<file path="config.mk">
export PLATFORM = sky130hd
export DESIGN_NAME = rgmii_speed_ctrl
export DESIGN_NICKNAME = d
export VERILOG_FILES = /design/src/rtl/rgmii_ctrl_pkg.sv /design/src/rtl/rgmii_speed_ctrl_timer.sv /design/src/rtl/rgmii_speed_ctrl.sv
export SDC_FILE = /design/constraint.sdc
export NUM_CORES = 1
export LEC_CHECK = 0
export CORE_MARGIN = 3
export CORE_UTILIZATION = 46
export DETAILED_ROUTE_END_ITERATION = 12
export PLACE_DENSITY = 0.8
export SYNTH_ARGS = -nofsm -noshare
export SYNTH_HDL_FRONTEND = slang
export SYNTH_SLANG_ARGS = --single-unit
</file>
<file path="constraint.sdc">
create_clock -name clk -period 3.51 [get_ports clk]
set_clock_uncertainty 0.05 [all_clocks]
set_input_delay 0.351 -clock clk [delete_from_list [all_inputs] [get_ports clk]]
set_output_delay 0.351 -clock clk [all_outputs]
set_load 0.05 [all_outputs]
</file>
<file path="src/rtl/rgmii_ctrl_pkg.sv">
// Shared constants for the RGMII link-speed sequencer: speed codes, FSM state codes
// and the request normalisation helper.
package rgmii_ctrl_pkg;

    localparam logic [1:0] SPEED_10M  = 2'b00;
    localparam logic [1:0] SPEED_100M = 2'b01;
    localparam logic [1:0] SPEED_1G   = 2'b10;

    typedef logic [2:0] state_t;

    localparam state_t ST_IDLE   = 3'd0;
    localparam state_t ST_DRAIN  = 3'd1;
    localparam state_t ST_HOLD   = 3'd2;
    localparam state_t ST_SWITCH = 3'd3;
    localparam state_t ST_SETTLE = 3'd4;
    localparam state_t ST_DONE   = 3'd5;

    // 2'b11 has no meaning on the PHY side; treat it as gigabit.
    function automatic logic [1:0] normalise_speed(input logic [1:0] s);
        return s[1] ? SPEED_1G : s;
    endfunction

    function automatic int max3(input int a, input int b, input int c);
        int m;
        m = (a > b) ? a : b;
        return (m > c) ? m : c;
    endfunction

endpackage

</file>
<file path="src/rtl/rgmii_speed_ctrl_timer.sv">
// Loadable down-counter shared by the drain timeout, PHY-reset hold and settle phases.
// expired is high whenever the count has reached zero.
module rgmii_speed_ctrl_timer #(
    parameter int W = 13
) (
    input  logic         clk,
    input  logic         rst_n,
    input  logic         load,
    input  logic [W-1:0] load_value,
    input  logic         enable,
    output logic         expired
);

    logic [W-1:0] count_reg;

    always_ff @(posedge clk or negedge rst_n) begin
        if (!rst_n) begin
            count_reg <= '0;
        end else if (load) begin
            count_reg <= load_value;
        end else if (enable && (count_reg != '0)) begin
            count_reg <= count_reg - 1'b1;
        end
    end

    assign expired = (count_reg == '0);

endmodule

</file>
<file path="src/rtl/rgmii_speed_ctrl.sv">
// Link-speed change sequencer: drains the MAC to a frame boundary, resets the PHY
// interface around the speed switch, then settles. Optional stats via RGMII_SPEED_STATS_EN.
module rgmii_speed_ctrl
    import rgmii_ctrl_pkg::*;
#(
    parameter logic [1:0] RESET_SPEED   = 2'b10,
    parameter int         RST_CYCLES    = 2,
    parameter int         SETTLE_CYCLES = 16,
    parameter int         DRAIN_TIMEOUT = 4096,
    parameter int         CNT_W         = 12
) (
    input  logic             clk,
    input  logic             rst_n,
    input  logic             req_valid,
    input  logic [1:0]       req_speed,
    output logic             req_ready,
    input  logic             mac_tx_en,
    input  logic             mac_tx_clk_en,
    output logic [1:0]       speed,
    output logic             phy_if_rst,
    output logic             mac_tx_hold,
    output logic             busy,
    output logic             done,
    output logic             timeout_err,
    output logic [CNT_W-1:0] switch_count,
    output logic [CNT_W-1:0] cyc_10m,
    output logic [CNT_W-1:0] cyc_100m,
    output logic [CNT_W-1:0] cyc_1g,
    output logic [CNT_W-1:0] cyc_total
);

    localparam int TMR_W = $clog2(max3(DRAIN_TIMEOUT, SETTLE_CYCLES, RST_CYCLES) + 1);

    state_t           state_reg, state_next;
    logic [1:0]       target_reg;
    logic [1:0]       speed_reg;
    logic             phy_if_rst_reg;
    logic             mac_tx_hold_reg;
    logic             done_reg;
    logic [CNT_W-1:0] switch_count_reg;

    logic             boundary;
    logic [1:0]       req_norm;
    logic             accept;
    logic             noop;
    logic             tmr_load;
    logic [TMR_W-1:0] tmr_load_value;
    logic             tmr_enable;
    logic             tmr_expired;

    assign boundary = mac_tx_clk_en && !mac_tx_en;
    assign req_norm = normalise_speed(req_speed);

    always_comb begin
        state_next     = state_reg;
        accept         = 1'b0;
        noop           = 1'b0;
        tmr_load       = 1'b0;
        tmr_load_value = '0;
        case (state_reg)
            ST_IDLE: begin
                if (req_valid) begin
                    accept = 1'b1;
                    if (req_norm == speed_reg) begin
                        noop = 1'b1;
                    end else begin
                        state_next     = ST_DRAIN;
                        tmr_load       = 1'b1;
                        tmr_load_value = TMR_W'(DRAIN_TIMEOUT - 1);
                    end
                end
            end
            ST_DRAIN: begin
                if (boundary || tmr_expired) begin
                    state_next     = ST_HOLD;
                    tmr_load       = 1'b1;
                    tmr_load_value = TMR_W'(RST_CYCLES - 1);
                end
            end
            ST_HOLD: begin
                if (tmr_expired) state_next = ST_SWITCH;
            end
            ST_SWITCH: begin
                state_next     = ST_SETTLE;
                tmr_load       = 1'b1;
                tmr_load_value = TMR_W'(SETTLE_CYCLES - 1);
            end
            ST_SETTLE: begin
                if (tmr_expired) state_next = ST_DONE;
            end
            ST_DONE:  state_next = ST_IDLE;
            default:  state_next = ST_IDLE;
        endcase
    end

    assign tmr_enable = (state_reg == ST_DRAIN) || (state_reg == ST_HOLD) ||
                        (state_reg == ST_SETTLE);

    rgmii_speed_ctrl_timer #(
        .W (TMR_W)
    ) u_timer (
        .clk        (clk),
        .rst_n      (rst_n),
        .load       (tmr_load),
        .load_value (tmr_load_value),
        .enable     (tmr_enable),
        .expired    (tmr_expired)
    );

    // Outputs are registered from the next state so they line up with the state cycles.
    always_ff @(posedge clk or negedge rst_n) begin
        if (!rst_n) begin
            state_reg        <= ST_IDLE;
            target_reg       <= RESET_SPEED;
            speed_reg        <= RESET_SPEED;
            phy_if_rst_reg   <= 1'b1;
            mac_tx_hold_reg  <= 1'b1;
            done_reg         <= 1'b0;
            switch_count_reg <= '0;
        end else begin
            state_reg       <= state_next;
            phy_if_rst_reg  <= (state_next == ST_HOLD) || (state_next == ST_SWITCH);
            mac_tx_hold_reg <= (state_next != ST_IDLE);
            done_reg        <= noop || (state_next == ST_DONE);
            if (accept) begin
                target_reg <= req_norm;
            end
            if (state_reg == ST_SWITCH) begin
                speed_reg <= target_reg;
            end
            if ((state_next == ST_DONE) && (switch_count_reg != {CNT_W{1'b1}})) begin
                switch_count_reg <= switch_count_reg + 1'b1;
            end
        end
    end

    assign req_ready    = (state_reg == ST_IDLE);
    assign busy         = (state_reg != ST_IDLE);
    assign speed        = speed_reg;
    assign phy_if_rst   = phy_if_rst_reg;
    assign mac_tx_hold  = mac_tx_hold_reg;
    assign done         = done_reg;
    assign switch_count = switch_count_reg;
    assign timeout_err  = (state_reg == ST_DRAIN) && tmr_expired && !boundary;

`ifdef RGMII_SPEED_STATS_EN
    logic [CNT_W-1:0] cyc_10m_reg, cyc_100m_reg, cyc_1g_reg, cyc_total_reg;

    always_ff @(posedge clk or negedge rst_n) begin
        if (!rst_n) begin
            cyc_10m_reg   <= '0;
            cyc_100m_reg  <= '0;
            cyc_1g_reg    <= '0;
            cyc_total_reg <= '0;
        end else begin
            if (cyc_total_reg != {CNT_W{1'b1}}) cyc_total_reg <= cyc_total_reg + 1'b1;
            case (speed_reg)
                SPEED_10M: begin
                    if (cyc_10m_reg != {CNT_W{1'b1}}) cyc_10m_reg <= cyc_10m_reg + 1'b1;
                end
                SPEED_100M: begin
                    if (cyc_100m_reg != {CNT_W{1'b1}}) cyc_100m_reg <= cyc_100m_reg + 1'b1;
                end
                default: begin
                    if (cyc_1g_reg != {CNT_W{1'b1}}) cyc_1g_reg <= cyc_1g_reg + 1'b1;
                end
            endcase
        end
    end

    assign cyc_10m   = cyc_10m_reg;
    assign cyc_100m  = cyc_100m_reg;
    assign cyc_1g    = cyc_1g_reg;
    assign cyc_total = cyc_total_reg;

`ifdef FORMAL
    always_comb begin
        assert (cyc_10m_reg <= cyc_total_reg);
        assert (cyc_100m_reg <= cyc_total_reg);
        assert (cyc_1g_reg <= cyc_total_reg);
    end
`endif
`else
    assign cyc_10m   = '0;
    assign cyc_100m  = '0;
    assign cyc_1g    = '0;
    assign cyc_total = '0;
`endif

endmodule

</file>
==> impl_table.tex <==
\begin{tabular}{lr}
\hline
Metric & Value \\
\hline
\multicolumn{2}{l}{\textbf{CTS}} \\
Setup bufs post-CTS & 0 \\
Clk Tree Root Cell & sky130\_fd\_sc\_hd\_\_clkbuf\_8 \\
CTS clk-pin slew, worst paths & about 80 ps \\
Clock tree sinks & 35 \\
Post-CTS resize count & 0 \\
H-Tree Level Count & 2 \\
Hold\_buf cts & 0 \\
Clock Latency Late Sink & 290 ps \\
Number of buffers created by CTS & 5 \\
Largest buffer count on any clock path & 2 \\
Clock tree from TritonCTS & yes \\
\multicolumn{2}{l}{\textbf{Floorplanning}} \\
Die H & $\sim$76 µm \\
Placement Rows & 24 \\
Die area & between 0.005 and 0.006 mm² \\
Core box area & 0.00453 mm² \\
Number of placed I/O pins & 75 \\
Die span in x & between 70 and 80 µm \\
Initial core utilization & 0.495 \\
\multicolumn{2}{l}{\textbf{Drt}} \\
Number of vias per cell & slightly below 5 \\
Wirelength per Cell & approximately 13 µm \\
Routed via count & about 1600 \\
\# DRC & 0 \\
Final routed wirelength across all metal layers & slightly above 4000 µm \\
Starting DRC count in detailed routing & between 100 and 150 \\
Number of detailed-routing iterations run before antenna repair & 4 \\
Number of routed nets with antenna violations & 0 \\
\multicolumn{2}{l}{\textbf{STA}} \\
Setup repair after global routing missed its margin & false \\
Worst Hold Slack & 419 ps \\
Setup TNS & 0 ps \\
Highest achievable clock rate & 0.333 GHz \\
Post-route minimum period & $\sim$3000 ps \\
Slack of the critical path & 509 ps \\
Total of endpoints with negative setup slack in the final report & 0 \\
Share of the clock period used by the worst path & 0.855 \\
Remaining max-slew budget at the tightest pin & 0.524 \\
Slew at the pin with the worst max-slew slack & $\sim$700 ps \\
Number of max-slew violations in the final report & 0 \\
Final number of hold-violating endpoints & 0 \\
\multicolumn{2}{l}{\textbf{Power and ir drop}} \\
Standby leakage power & just over 1 nW \\
Sum of internal, switching and leakage power & roughly 2.6 mW \\
Worst-case vdd ir drop & 0.665 mV \\
Fraction of power consumed by the clock network & 0.145 \\
Portion of total power attributed to sequential cells & 0.314 \\
Power Internal & roughly 1.3 mW \\
Switching share of power & 0.504 \\
Power per standard cell area & a little over 1000 mW/mm² \\
Switching power & 1.31 mW \\
Fraction of power consumed by combinational cells & 0.541 \\
\multicolumn{2}{l}{\textbf{Cells and area}} \\
Post-layout utilization of the core & 0.554 \\
Flip-flop count of the largest register, all copies and words added & 13 \\
Filler instances & 396 \\
Net count, final & around 270 \\
Antenna cell count & 0 \\
Fraction of layout instances using a drive strength above 1 & 0.132 \\
Reg area & roughly 880 µm² \\
Area of combinational cells with multiple inputs & around 0.0011 mm² \\
Layout Cell Area excl Fill & 0.00251 mm² \\
Post-layout instance count excluding filler cells & 323 \\
Area growth from synthesis to layout & 11.9\% \\
\multicolumn{2}{l}{\textbf{Placement}} \\
Post-placement cell count & 315 \\
Cell area after placement & around 0.0024 mm² \\
Weighted congestion at the end of routability-driven global placement & about 0.85 \\
Setup slack after placement & between 500 and 600 ps \\
Half-perimeter wire length after detailed placement & about 2900 µm \\
Count of input and output buffers & 26 \\
\multicolumn{2}{l}{\textbf{Critical path}} \\
Worst-path fanout max & 10 \\
Category of the critical setup timing path & register to register \\
R2R depth & 8 \\
Type of element capturing the critical path & register \\
Kind of start point of the critical path & register \\
Worst endpoint data arrival time & slightly above 3000 ps \\
Required time of the worst setup path & between 3000 and 4000 ps \\
\multicolumn{2}{l}{\textbf{Logic synthesis}} \\
Most numerous cell types in the synthesized netlist & sky130\_fd\_sc\_hd\_\_buf\_4 (49), sky130\_fd\_sc\_hd\_\_dfrtp\_1 (31), sky130\_fd\_sc\_hd\_\_o21ai\_0 (14) \\
Proportion of netlist area held by the largest area contributor & 0.346 \\
Synthesized area per cell & 9.84 µm² \\
Top\_reg\_cell synth & sky130\_fd\_sc\_hd\_\_dfrtp\_1 \\
Post-synthesis cell type count & 45 \\
Flip-flop and latch count after synthesis & 35 \\
Cell type with the largest total area after synthesis & sky130\_fd\_sc\_hd\_\_dfrtp\_1 \\
Synthesized area & 0.00224 mm² \\
Post-synthesis instance total & between 200 and 250 \\
Leading cell type by number of instances after synthesis & sky130\_fd\_sc\_hd\_\_buf\_4 \\
Post-synthesis async set-or-reset flop share & 1.00 \\
Number of warnings reported in the yosys synthesis log & 0 \\
Sequential fraction of the synthesis area & 0.393 \\
Cells taking the most area after synthesis & sky130\_fd\_sc\_hd\_\_dfrtp\_1 (35\%), sky130\_fd\_sc\_hd\_\_buf\_4 (16\%), sky130\_fd\_sc\_hd\_\_xor2\_1 (5.1\%) \\
EDFF count, synth & 0 \\
\multicolumn{2}{l}{\textbf{Global routing}} \\
Wire length of the first global-routing pass & approximately 6400 µm \\
Vias in the first global route & about 1500 \\
Largest net degree at the start of global routing & 36 \\
Total Routing Usage GR & 0.147 \\
Global-route congestion overflow total & 0 \\
Initial antenna violation count & 0 \\
\multicolumn{2}{l}{\textbf{Outcome}} \\
Run status & finished, final reports clean \\
\multicolumn{2}{l}{\textbf{Run}} \\
Max\_cap viols & 0 \\
\multicolumn{2}{l}{\textbf{Min path}} \\
Hold WC Path Type & input port to async pin \\
\hline
\end{tabular}
final timing paths:
| check | start | endpoint | slack (ps) |
|---|---|---|---|
| setup / recovery | u_timer.count_reg[0] | u_timer.count_reg[6] | 510 |
| setup reg to reg | u_timer.count_reg[0] | u_timer.count_reg[6] | 510 |
| hold reg to reg | switch_count[10] | switch_count[10] | 470 |
| hold / removal | rst_n | u_timer.count_reg[2] | 420 |
| min in group clk | switch_count[10] | switch_count[10] | 470 |
| max in group asynchronous | rst_n | target_reg[1] | 2650 |
cells in the final DEF (no fill, tap or decap), types with 2 or more instances in the layout:
cell	netlist	layout
sky130_fd_sc_hd__a2111oi_0	2	2
sky130_fd_sc_hd__nand2_1	8	8
sky130_fd_sc_hd__o31ai_1	2	2
sky130_fd_sc_hd__a2111oi_2	2	2
sky130_fd_sc_hd__ha_1	2	2
sky130_fd_sc_hd__conb_1	1	48
sky130_fd_sc_hd__mux2_2	5	5
sky130_fd_sc_hd__o21ai_1	2	2
sky130_fd_sc_hd__clkdlybuf4s50_1	0	25
sky130_fd_sc_hd__o21ba_2	2	2
sky130_fd_sc_hd__a211oi_2	6	6
sky130_fd_sc_hd__nand3_1	5	5
sky130_fd_sc_hd__and3_1	2	2
sky130_fd_sc_hd__o21ai_0	14	14
sky130_fd_sc_hd__nor4b_1	2	2
sky130_fd_sc_hd__xor2_1	13	13
sky130_fd_sc_hd__or3_1	3	3
sky130_fd_sc_hd__nand3b_1	2	2
sky130_fd_sc_hd__a21oi_1	3	3
sky130_fd_sc_hd__nand4_1	4	4
sky130_fd_sc_hd__and2_1	2	2
sky130_fd_sc_hd__dfstp_2	4	4
sky130_fd_sc_hd__nor3_1	9	9
sky130_fd_sc_hd__nor2_1	11	11
sky130_fd_sc_hd__dfrtp_1	31	31
sky130_fd_sc_hd__or2_2	2	2
sky130_fd_sc_hd__inv_1	6	6
sky130_fd_sc_hd__nand2b_1	3	3
sky130_fd_sc_hd__clkbuf_8	0	5
sky130_fd_sc_hd__xnor2_1	12	12
sky130_fd_sc_hd__buf_4	49	4
final cells by class:
cell class,count,share of cell area
inverters,6,0.00897
repair buffers,29,0.112
flip-flops and latches,35,0.351
well taps,65,0.0324
multi-input cells,180,0.450
clock inverters,3,0.0189
clock buffers,5,0.0274
per-layer routing:
layer / track usage / up-vias / wire (µm) / part of all wire
li1: - / 755 / - / -
met1: 0.180 / 764 / 1800 / 0.44
met2: 0.244 / 51 / 2010 / 0.49
met3: 0.0475 / 7 / 213 / 0.052
met4: 0.0485 / 0 / 61 / 0.015
met5: 0 / - / 0 / 0
critical path, cell delays in order, from the launching register on:
cell and delay [ps]:
sky130_fd_sc_hd__dfrtp_1 380, sky130_fd_sc_hd__inv_1 90, sky130_fd_sc_hd__ha_1 290, sky130_fd_sc_hd__or4b_1 540
sky130_fd_sc_hd__nor4_4 420, sky130_fd_sc_hd__buf_4 210, sky130_fd_sc_hd__nor2_1 60, sky130_fd_sc_hd__a21oi_1 590
sky130_fd_sc_hd__o21ai_0 210
power groups by stage:
stage / clock network, mW / registers [mW] / logic (mW)
2_1_floorplan: 0 / 1.05 / 0.832
3_3_place_gp: 0 / 0.809 / 1.37
3_5_place_dp: 0 / 0.818 / 1.40
4_1_cts: 0.380 / 0.813 / 1.40
5_1_grt: 0.401 / 0.844 / 1.50
6_report: 0.375 / 0.815 / 1.40
kinds of logic after synthesis:
logic type | after synthesis | share of synthesized area
DFF | 35 | 0.393
AOI/OAI and AO/OA | 39 | 0.133
adders and majority gates | 2 | 0.0112
and+or+nand+nor | 60 | 0.152
muxes | 6 | 0.0296
xor gates and xnor gates | 25 | 0.0976
buffers and inverters | 60 | 0.182
other | 1 | 0.00167
Power figures use the tool's default switching activity.
